<file path="src/rtl/fetch_seq_if.sv">
`default_nettype none
// +----------------------------------------------------------------------+
// | fetch_seq_if : request/status bundle between a controller and the    |
// |                fetch_seq program-counter sequencer                   |
// | Revision     : 1.0                                                   |
// +----------------------------------------------------------------------+
interface fetch_seq_if #(
  parameter int PC_W      = 10,
  parameter int NUM_PROGS = 2
);
  localparam int SEL_W = (NUM_PROGS > 1) ? $clog2(NUM_PROGS) : 1;

  logic [SEL_W-1:0] ProgState;
  logic             Stall;
  logic             Branch_en;
  logic             FLAG_IN;
  logic             Rel;
  logic [PC_W-1:0]  Target;
  logic             Call_en;
  logic             Ret_en;
  logic [PC_W-1:0]  PC;
  logic             Halt;
  logic             Running;
  logic [SEL_W-1:0] CurProg;

  modport master (
    output ProgState, Stall, Branch_en, FLAG_IN, Rel, Target, Call_en, Ret_en,
    input  PC, Halt, Running, CurProg
  );

  modport slave (
    input  ProgState, Stall, Branch_en, FLAG_IN, Rel, Target, Call_en, Ret_en,
    output PC, Halt, Running, CurProg
  );
endinterface
`default_nettype wire

</file>
<file path="src/rtl/fetch_seq.sv">
`default_nettype none
// +----------------------------------------------------------------------+
// | fetch_seq : program-counter sequencer with selectable programs,      |
// |             stall, absolute/relative branches and end-of-program halt|
// |             FETCH_LINK_EN adds a one-deep call/return link register. |
// | Revision  : 1.0                                                      |
// +----------------------------------------------------------------------+
module fetch_seq #(
  parameter int                          PC_W        = 10,
  parameter int                          NUM_PROGS   = 2,
  parameter logic [NUM_PROGS*PC_W-1:0]   START_ADDRS = {10'd27, 10'd0},
  parameter logic [NUM_PROGS*PC_W-1:0]   END_ADDRS   = {10'd141, 10'd26}
) (
  input  logic         CLK,
  input  logic         Init,
  fetch_seq_if.slave   bus
);
  localparam int SEL_W = (NUM_PROGS > 1) ? $clog2(NUM_PROGS) : 1;

  localparam logic [1:0] ST_LOAD = 2'd0;
  localparam logic [1:0] ST_RUN  = 2'd1;
  localparam logic [1:0] ST_DONE = 2'd2;

  // Declaration values give the power-up state seen before the first Init.
  logic [1:0]       state_q = ST_LOAD;
  logic [1:0]       state_d;
  logic [PC_W-1:0]  pc_q    = '0;
  logic [PC_W-1:0]  pc_d;
  logic             halt_q  = 1'b0;
  logic             halt_d;
  logic [SEL_W-1:0] cur_q   = '0;
  logic [SEL_W-1:0] cur_d;

  logic             w_prog_ok;
  logic [PC_W-1:0]  w_start_sel;
  logic [PC_W-1:0]  w_end_cur;
  logic [PC_W-1:0]  w_branch_pc;
  logic             w_call;
  logic             w_ret;
  logic [PC_W-1:0]  w_ret_pc;

  assign w_prog_ok   = 32'(bus.ProgState) < NUM_PROGS;
  assign w_branch_pc = bus.Rel ? (pc_q + bus.Target) : bus.Target;

  always_comb begin
    w_start_sel = '0;
    w_end_cur   = '0;
    for (int i = 0; i < NUM_PROGS; i++) begin
      if (bus.ProgState == SEL_W'(i))
        w_start_sel = START_ADDRS[i*PC_W +: PC_W];
      if (cur_q == SEL_W'(i))
        w_end_cur = END_ADDRS[i*PC_W +: PC_W];
    end
  end

`ifdef FETCH_LINK_EN
  logic [PC_W-1:0] link_q = '0;
  logic [PC_W-1:0] link_d;

  assign w_call   = bus.Call_en;
  assign w_ret    = bus.Ret_en;
  assign w_ret_pc = link_q;

  always_comb begin
    link_d = link_q;
    if (Init)
      link_d = '0;
    else if (state_q == ST_RUN && !bus.Stall && bus.Call_en)
      link_d = pc_q + 1'b1;
  end

  always_ff @(posedge CLK) begin
    link_q <= link_d;
  end
`else
  logic w_unused_link;

  assign w_call        = 1'b0;
  assign w_ret         = 1'b0;
  assign w_ret_pc      = '0;
  assign w_unused_link = bus.Call_en ^ bus.Ret_en;
`endif

  always_comb begin
    state_d = state_q;
    pc_d    = pc_q;
    halt_d  = halt_q;
    cur_d   = cur_q;
    if (Init) begin
      state_d = ST_LOAD;
      halt_d  = 1'b0;
      cur_d   = w_prog_ok ? bus.ProgState : '0;
      pc_d    = w_prog_ok ? w_start_sel : '0;
    end else begin
      case (state_q)
        ST_LOAD: state_d = ST_RUN;
        ST_RUN: begin
          if (!bus.Stall) begin
            if (w_call)
              pc_d = bus.Target;
            else if (w_ret)
              pc_d = w_ret_pc;
            else if (bus.Branch_en && bus.FLAG_IN)
              pc_d = w_branch_pc;
            else if (pc_q == w_end_cur) begin
              halt_d  = 1'b1;
              state_d = ST_DONE;
            end else
              pc_d = pc_q + 1'b1;
          end
        end
        ST_DONE: state_d = ST_DONE;
        default: state_d = ST_LOAD;
      endcase
    end
  end

  always_ff @(posedge CLK) begin
    state_q <= state_d;
    pc_q    <= pc_d;
    halt_q  <= halt_d;
    cur_q   <= cur_d;
  end

  assign bus.PC      = pc_q;
  assign bus.Halt    = halt_q;
  assign bus.Running = (state_q == ST_RUN);
  assign bus.CurProg = cur_q;
endmodule
`default_nettype wire

</file>
<file path="src/flat_wrapper.sv">
// flat-port wrapper written by rule: the top's interface ports become plain ports
module fetch_seq_flat 
#(
  parameter int                          PC_W        = 10,
  parameter int                          NUM_PROGS   = 2,
  parameter logic [NUM_PROGS*PC_W-1:0]   START_ADDRS = {10'd27, 10'd0},
  parameter logic [NUM_PROGS*PC_W-1:0]   END_ADDRS   = {10'd141, 10'd26}
)
  (CLK, Init, bus_ProgState, bus_Stall, bus_Branch_en, bus_FLAG_IN, bus_Rel, bus_Target, bus_Call_en, bus_Ret_en, bus_PC, bus_Halt, bus_Running, bus_CurProg);
  fetch_seq_if #(.PC_W(PC_W), .NUM_PROGS(NUM_PROGS)) bus_i ();
  input  logic CLK;
  input  logic Init;
  input wire logic [$bits(bus_i.ProgState)-1:0] bus_ProgState;
  input wire logic [$bits(bus_i.Stall)-1:0] bus_Stall;
  input wire logic [$bits(bus_i.Branch_en)-1:0] bus_Branch_en;
  input wire logic [$bits(bus_i.FLAG_IN)-1:0] bus_FLAG_IN;
  input wire logic [$bits(bus_i.Rel)-1:0] bus_Rel;
  input wire logic [$bits(bus_i.Target)-1:0] bus_Target;
  input wire logic [$bits(bus_i.Call_en)-1:0] bus_Call_en;
  input wire logic [$bits(bus_i.Ret_en)-1:0] bus_Ret_en;
  output wire logic [$bits(bus_i.PC)-1:0] bus_PC;
  output wire logic [$bits(bus_i.Halt)-1:0] bus_Halt;
  output wire logic [$bits(bus_i.Running)-1:0] bus_Running;
  output wire logic [$bits(bus_i.CurProg)-1:0] bus_CurProg;
  assign bus_i.ProgState = bus_ProgState;
  assign bus_i.Stall = bus_Stall;
  assign bus_i.Branch_en = bus_Branch_en;
  assign bus_i.FLAG_IN = bus_FLAG_IN;
  assign bus_i.Rel = bus_Rel;
  assign bus_i.Target = bus_Target;
  assign bus_i.Call_en = bus_Call_en;
  assign bus_i.Ret_en = bus_Ret_en;
  assign bus_PC = bus_i.PC;
  assign bus_Halt = bus_i.Halt;
  assign bus_Running = bus_i.Running;
  assign bus_CurProg = bus_i.CurProg;
  fetch_seq #(.PC_W(PC_W), .NUM_PROGS(NUM_PROGS), .START_ADDRS(START_ADDRS), .END_ADDRS(END_ADDRS)) u_core (.CLK(CLK), .Init(Init), .bus(bus_i));
endmodule
</file>
<file path="config.mk">
export PLATFORM = sky130hd
export DESIGN_NAME = fetch_seq_flat
export DESIGN_NICKNAME = d
export VERILOG_FILES = /design/src/rtl/fetch_seq_if.sv /design/src/rtl/fetch_seq.sv /design/src/flat_wrapper.sv
export SDC_FILE = /design/constraint.sdc
export NUM_CORES = 1
export LEC_CHECK = 0
export BUFFER_PORTS_ARGS = -buffer_cell sky130_fd_sc_hd__buf_2
export CAP_MARGIN = 20
export CORE_ASPECT_RATIO = 0.9
export CORE_UTILIZATION = 58
export DETAILED_ROUTE_END_ITERATION = 10
export GPL_TIMING_DRIVEN = 0
export PLACE_DENSITY_LB_ADDON = 0.1
export SYNTH_ARGS = -nofsm -noshare
export SYNTH_HDL_FRONTEND = slang
export SYNTH_SLANG_ARGS = --single-unit
</file>
<file path="constraint.sdc">
create_clock -name CLK -period 5.3 [get_ports CLK]
set_input_delay 1.06 -clock CLK [delete_from_list [all_inputs] [get_ports CLK]]
set_output_delay 1.06 -clock CLK [all_outputs]
set_load 0.005 [all_outputs]
</file>
* Word level (Yosys, flattened, before mapping) *
Cells that the tools add are included.

word-level totals
  register bits = 14
  latch bits = 0
  RAM bits = 0
  memory bits (read-only) = 0
  input bits = 19
  word-level logic and storage cells = 34
  memories = 0

operators by class
  add/subtract/negate cells = 2
  multiply operators = 0
  div/mod/pow operators = 0
  order comparisons = 0
  equality and inequality tests = 8
  shifts and indexed selects = 0
  muxes and demuxes = 12
  bitwise logic cells = 2
  reduce and logical (&&, ||, !) cells = 6

operators by type and width
  operator                                               count
  two-way mux 10 bit                                     6
  adder 10 x 1 -> 10 bit, second input constant          1
  adder 10 bit                                           1
  == test 10 bit                                         1
  two-way mux 8 bit                                      1
  two-way mux 2 bit                                      3
  inequality test 2 bit, second input constant           3
  one-hot mux 2 bit (3 select lines)                     1
  AND reduction 3 bit                                    2
  two-way mux 5 bit                                      1
  AND reduction 4 bit                                    1
  inequality test 3 x 2 -> 1 bit, second input constant  1
  == test 2 x 1 -> 1 bit, second input constant          1
  == test 2 bit, second input constant                   1
  zero test 2 bit                                        1
  inequality test 2 x 1 -> 1 bit, second input constant  1
  inverter 1 bit                                         2
  nonzero test 2 bit                                     1
  logical AND 1 bit                                      1

* Depth between registers and ports, before layout *
  depth in word-level cells = 7
  mapped depth = 7
  gate-level depth less buffers = 7

* Least setup slack after synthesis *
OpenSTA, ideal clock, no wires.

  kind = input port to flip-flop
  start = input port bus_Target[0]
  end = register u_core.pc_q[8], in the netlist u_core.bus.PC[8] (data pin)
  arrival = 2.771 ns
  path slack = 2.362 ns
  cell stages on the path = 7
  cells stage by stage = ha_1 > fa_1 > a211oi_1 > o21bai_1 > a41oi_1 > mux2_1 > a211oi_1

between the ends
  cells in the longest elaborated chain, start to end = 6

RTL lines
  what                  RTL line            text
  from (decl)           flat_wrapper.sv:18  input wire logic [$bits(bus_i.Target)-1:0] bus_Target;
  adder 10 bit          fetch_seq.sv:43     assign w_branch_pc = bus.Rel ? (pc_q + bus.Target) : bus.Target;
  two-way mux 10 bit    fetch_seq.sv:43
  two-way mux 10 bit    fetch_seq.sv:103    else if (bus.Branch_en && bus.FLAG_IN)
  two-way mux 10 bit    fetch_seq.sv:98     if (!bus.Stall) begin
  two-way mux 10 bit    fetch_seq.sv:95     case (state_q)
  two-way mux 10 bit    fetch_seq.sv:89     if (Init) begin
  to (signal assigned)  fetch_seq.sv:120    pc_q <= pc_d;
  to (decl)             fetch_seq.sv:27     logic [PC_W-1:0] pc_q = '0;

No other way between the ends. The select of a mux whose other input is x is not followed.
A chain may end at the register's enable or synchronous reset.

* Worst setup path after layout *
Ends and elaborated chain as after synthesis.

==> flow_summary.yaml <==
layout:
  final_area_um2: 1556
  layout-drive-gt1-share: 0.2077
  syn_to_final_growth_pct: 15.18
  multiInputGateArea_um2: 927.1
  final-seq-area_um2: 390.4
  final_nets: 216
  fillers: 188
  antenna_cells: 0
timing:
  worstMarginPinSlew_ns: 0.8894
  finalCritPeriodShare: 0.5628
  setup_viol: 0
  relSlewSlack: 0.4058
  fin_skew_ns: 0.002715
  max_freq_mhz: 335.2
  rsz0062_at_grt: "no"
  min_period_ns: 2.983
  setup_tns_ns: 0
  hold_viol: 0
  slew_violations: 0
floorplan:
  pin_count: 32
  dieArea_um2: 2527
  die_w_um: 52.88
  start_util: 0.6193
  fp.dieH_um: 47.79
  num_rows: 16
  coreArea_um2: 2182
global_route:
  track_usage: 0.2879
  gr-usage-met2: 0.5139
  grt_pass1_wl_um: 5223
  grt_use_met3: 0.06984
  grt_pass1_vias: 1149
  antenna_found_initial: 0
  grt_max_degree: 11
  grt_overflow: 0
  top_usage_layer: "met2"
  grt_util_met1: 0.3745
synth:
  synthArstFlopShare: 0
  synth_edf_count: 11
  syn_avg_cell_area_um2: 9.009
  synthMostInstantiatedCell: "nor2_1"
  syn_nets: 182
  synth_ff_type: "edfxtp_1"
  yosys_warnings: 0
  ys_top_cells_by_area: "edfxtp_1, ha_1, xor2_1, dfxtp_1, mux2i_1"
  synth_top_area_frac: 0.2444
  yosys.area.top_type: "edfxtp_1"
  yosys_register_bits: 14
  synth_common_cells: "nor2_1, ha_1, a21oi_1, edfxtp_1, nand2_1"
  synth.distinct_cells: 45
  ys_seq_area_frac: 0.2889
  synthCells: 150
  netlist_area_um2: 1351
run:
  maxCapViolations: 0
clock_network:
  htreeDepth: 1
  cts_tree: "yes"
  cts_resized: 0
  cts_sinks: 14
  clk_path_buf_depth: 2
  clk_pin_slew_worst_paths_ns: 0.07
  cts_hold_buffers: 0
  postCtsSetupRepairBufs: 0
  cts_root_buf: "clkbuf_4"
  numCtsBuffers: 3
  clkLatencyLatePin_ns: 0.27
status:
  outcome: "finished clean"
critical_path:
  critPathTopFamily: "compound AO/OA/AOI/OAI gates"
  crit_type: "input port to register"
  endpoint_kind: "register"
  path_max_fanout: 3
  timing.critical_path.mode_cell: "a211oi_1"
  cp_num_buf_inv: 1
  critPathLaunchType: "input port"
  critPathArrivalTime_ns: 3.08
  critPathMaxStageDelay_ns: 0.42
  required_ns: 5.40
  critPathSlowestCell: "fa_1"
  cp_cell_sequence: "buf_2, ha_1, fa_1, a211oi_1, o21bai_1, a41oi_1, mux2_1, a211oi_1"
power_and_ir_drop:
  power_frac_clock: 0.129
  power_frac_seq: 0.380
  ir_drop_mv: 0.2889
  p_sw_w: 0.0001916
  p_leak_nw: 0.6319
  comb_power_share: 0.491
  intPower_w: 0.0002809
  switching_share: 0.4055
  p_per_area_nw_per_um2: 303.6
place:
  gp_congestion: 0.9090
  dpl.hpwl_um: 2595
  placed_area_um2: 1530
  port_buffers: 29
route:
  drt-total-wl_um: 3246
  drtIter0Drc: 20
  wl_per_cell_um: 15.46
  route.detailed.drc: 0
  drtPass1Iterations: 4
  viasPerCell: 6.224
  vias: 1307
  detail-route-antenna-nets: 0
hold_path:
  hp-class: "register to register"
-- power groups by stage --
stage          Sequential (W)  Combinational, W  Clock [W]
5_1_grt              0.000183          0.000264  0.0000678
2_1_floorplan        0.000174          0.000167          0
6_report             0.000180          0.000232  0.0000609
3_3_place_gp         0.000180          0.000219          0
4_1_cts              0.000179          0.000231  0.0000621
3_5_place_dp         0.000182          0.000229          0
-- placed cells by master, fill, tap and decap left out, types with 2 or more instances in the layout --
cell type	netlist	layout
or3_1	2	2
o21bai_1	2	2
edfxtp_1	11	11
nand3_1	6	6
a41oi_1	2	2
xnor2_1	4	4
clkbuf_4	0	3
mux2i_1	6	6
nor3_1	4	4
inv_1	4	4
dfxtp_1	3	3
o221ai_1	3	3
nand2_1	9	9
nand2b_1	3	3
clkbuf_1	4	5
a21o_1	2	2
a21oi_1	11	11
xor2_1	7	7
ha_1	12	12
o21ai_0	7	7
nor2_1	16	16
nand4_1	3	3
buf_2	0	29
a211oi_1	6	6
-- registers in the layout, summed over array words and instances, names as in the netlist --
| register | cells |
|---|---|
| u_core.bus.CurProg | 1 |
| u_core.bus.PC | 10 |
| u_core.bus.Halt | 1 |
| u_core.state_q | 2 |
-- per-stage QoR --
| stage | setup slack [ns] | power [W] | utilization | instances | hold slack, ns |
|---|---|---|---|---|---|
| 2_1_floorplan | 2.362 | 0.0003408 | - | 150 | 0.4604 |
| 3_3_place_gp | 2.062 | 0.0003987 | 0.7013 | 206 | 0.4473 |
| 3_5_place_dp | 2.052 | 0.0004105 | 0.7013 | 206 | 0.4685 |
| 4_1_cts | 2.317 | 0.0004719 | 0.7133 | 210 | 0.4876 |
| 5_1_grt | 2.141 | 0.0005150 | 0.7133 | 210 | 0.5405 |
| 6_report | 2.317 | 0.0004725 | 0.7133 | 210 | 0.4803 |
-- cells by family after synthesis --
group	count (synthesis)	share of synthesized area
and+or+nand+nor	51	0.1908
AOI/OAI and AO/OA	44	0.2370
DFF	14	0.2889
adders and majority gates	13	0.1259
xor gates and xnor gates	11	0.07129
buffers and inverters	9	0.02499
muxes	8	0.06111
-- cell type report --
class,count,share of cell area
timing repair buffer,29,0.09325
sequential,14,0.2508
clock buffer,4,0.01688
buffer,5,0.01206
multi-input combinational,127,0.5957
tap,27,0.02170
inverter,4,0.009646
-- worst paths after layout --
kind / slack (ns) / from / endpoint / cells past startpoint
max: 2.32 / bus_Target[0] / u_core.bus.PC[8]$_SDFFCE_PP0P_ / 8
min: 0.48 / u_core.bus.Halt$_SDFFE_PP0P_ / u_core.bus.Halt$_SDFFE_PP0P_ / 2
max reg2reg: 2.60 / u_core.bus.PC[0]$_DFFE_PP_ / u_core.bus.PC[8]$_SDFFCE_PP0P_ / 7
min reg2reg: 0.48 / u_core.bus.Halt$_SDFFE_PP0P_ / u_core.bus.Halt$_SDFFE_PP0P_ / 2
-- routing by layer --
metal / up-vias / routed length [um]
met5: - / 0
met4: 0 / 0
met3: 0 / 179
met2: 40 / 1567
met1: 616 / 1498
li1: 651 / -
-- worst reg2reg max path, delay by kind of cell (launching register included) --
family / cells / cell delay [ns]
AO/OA/AOI/OAI: 4 / 0.95
adder cells (fa/ha/maj): 2 / 0.70
flip-flops: 1 / 0.52
multiplexers: 1 / 0.34
Note: power is estimated with default switching activity, not from simulation.
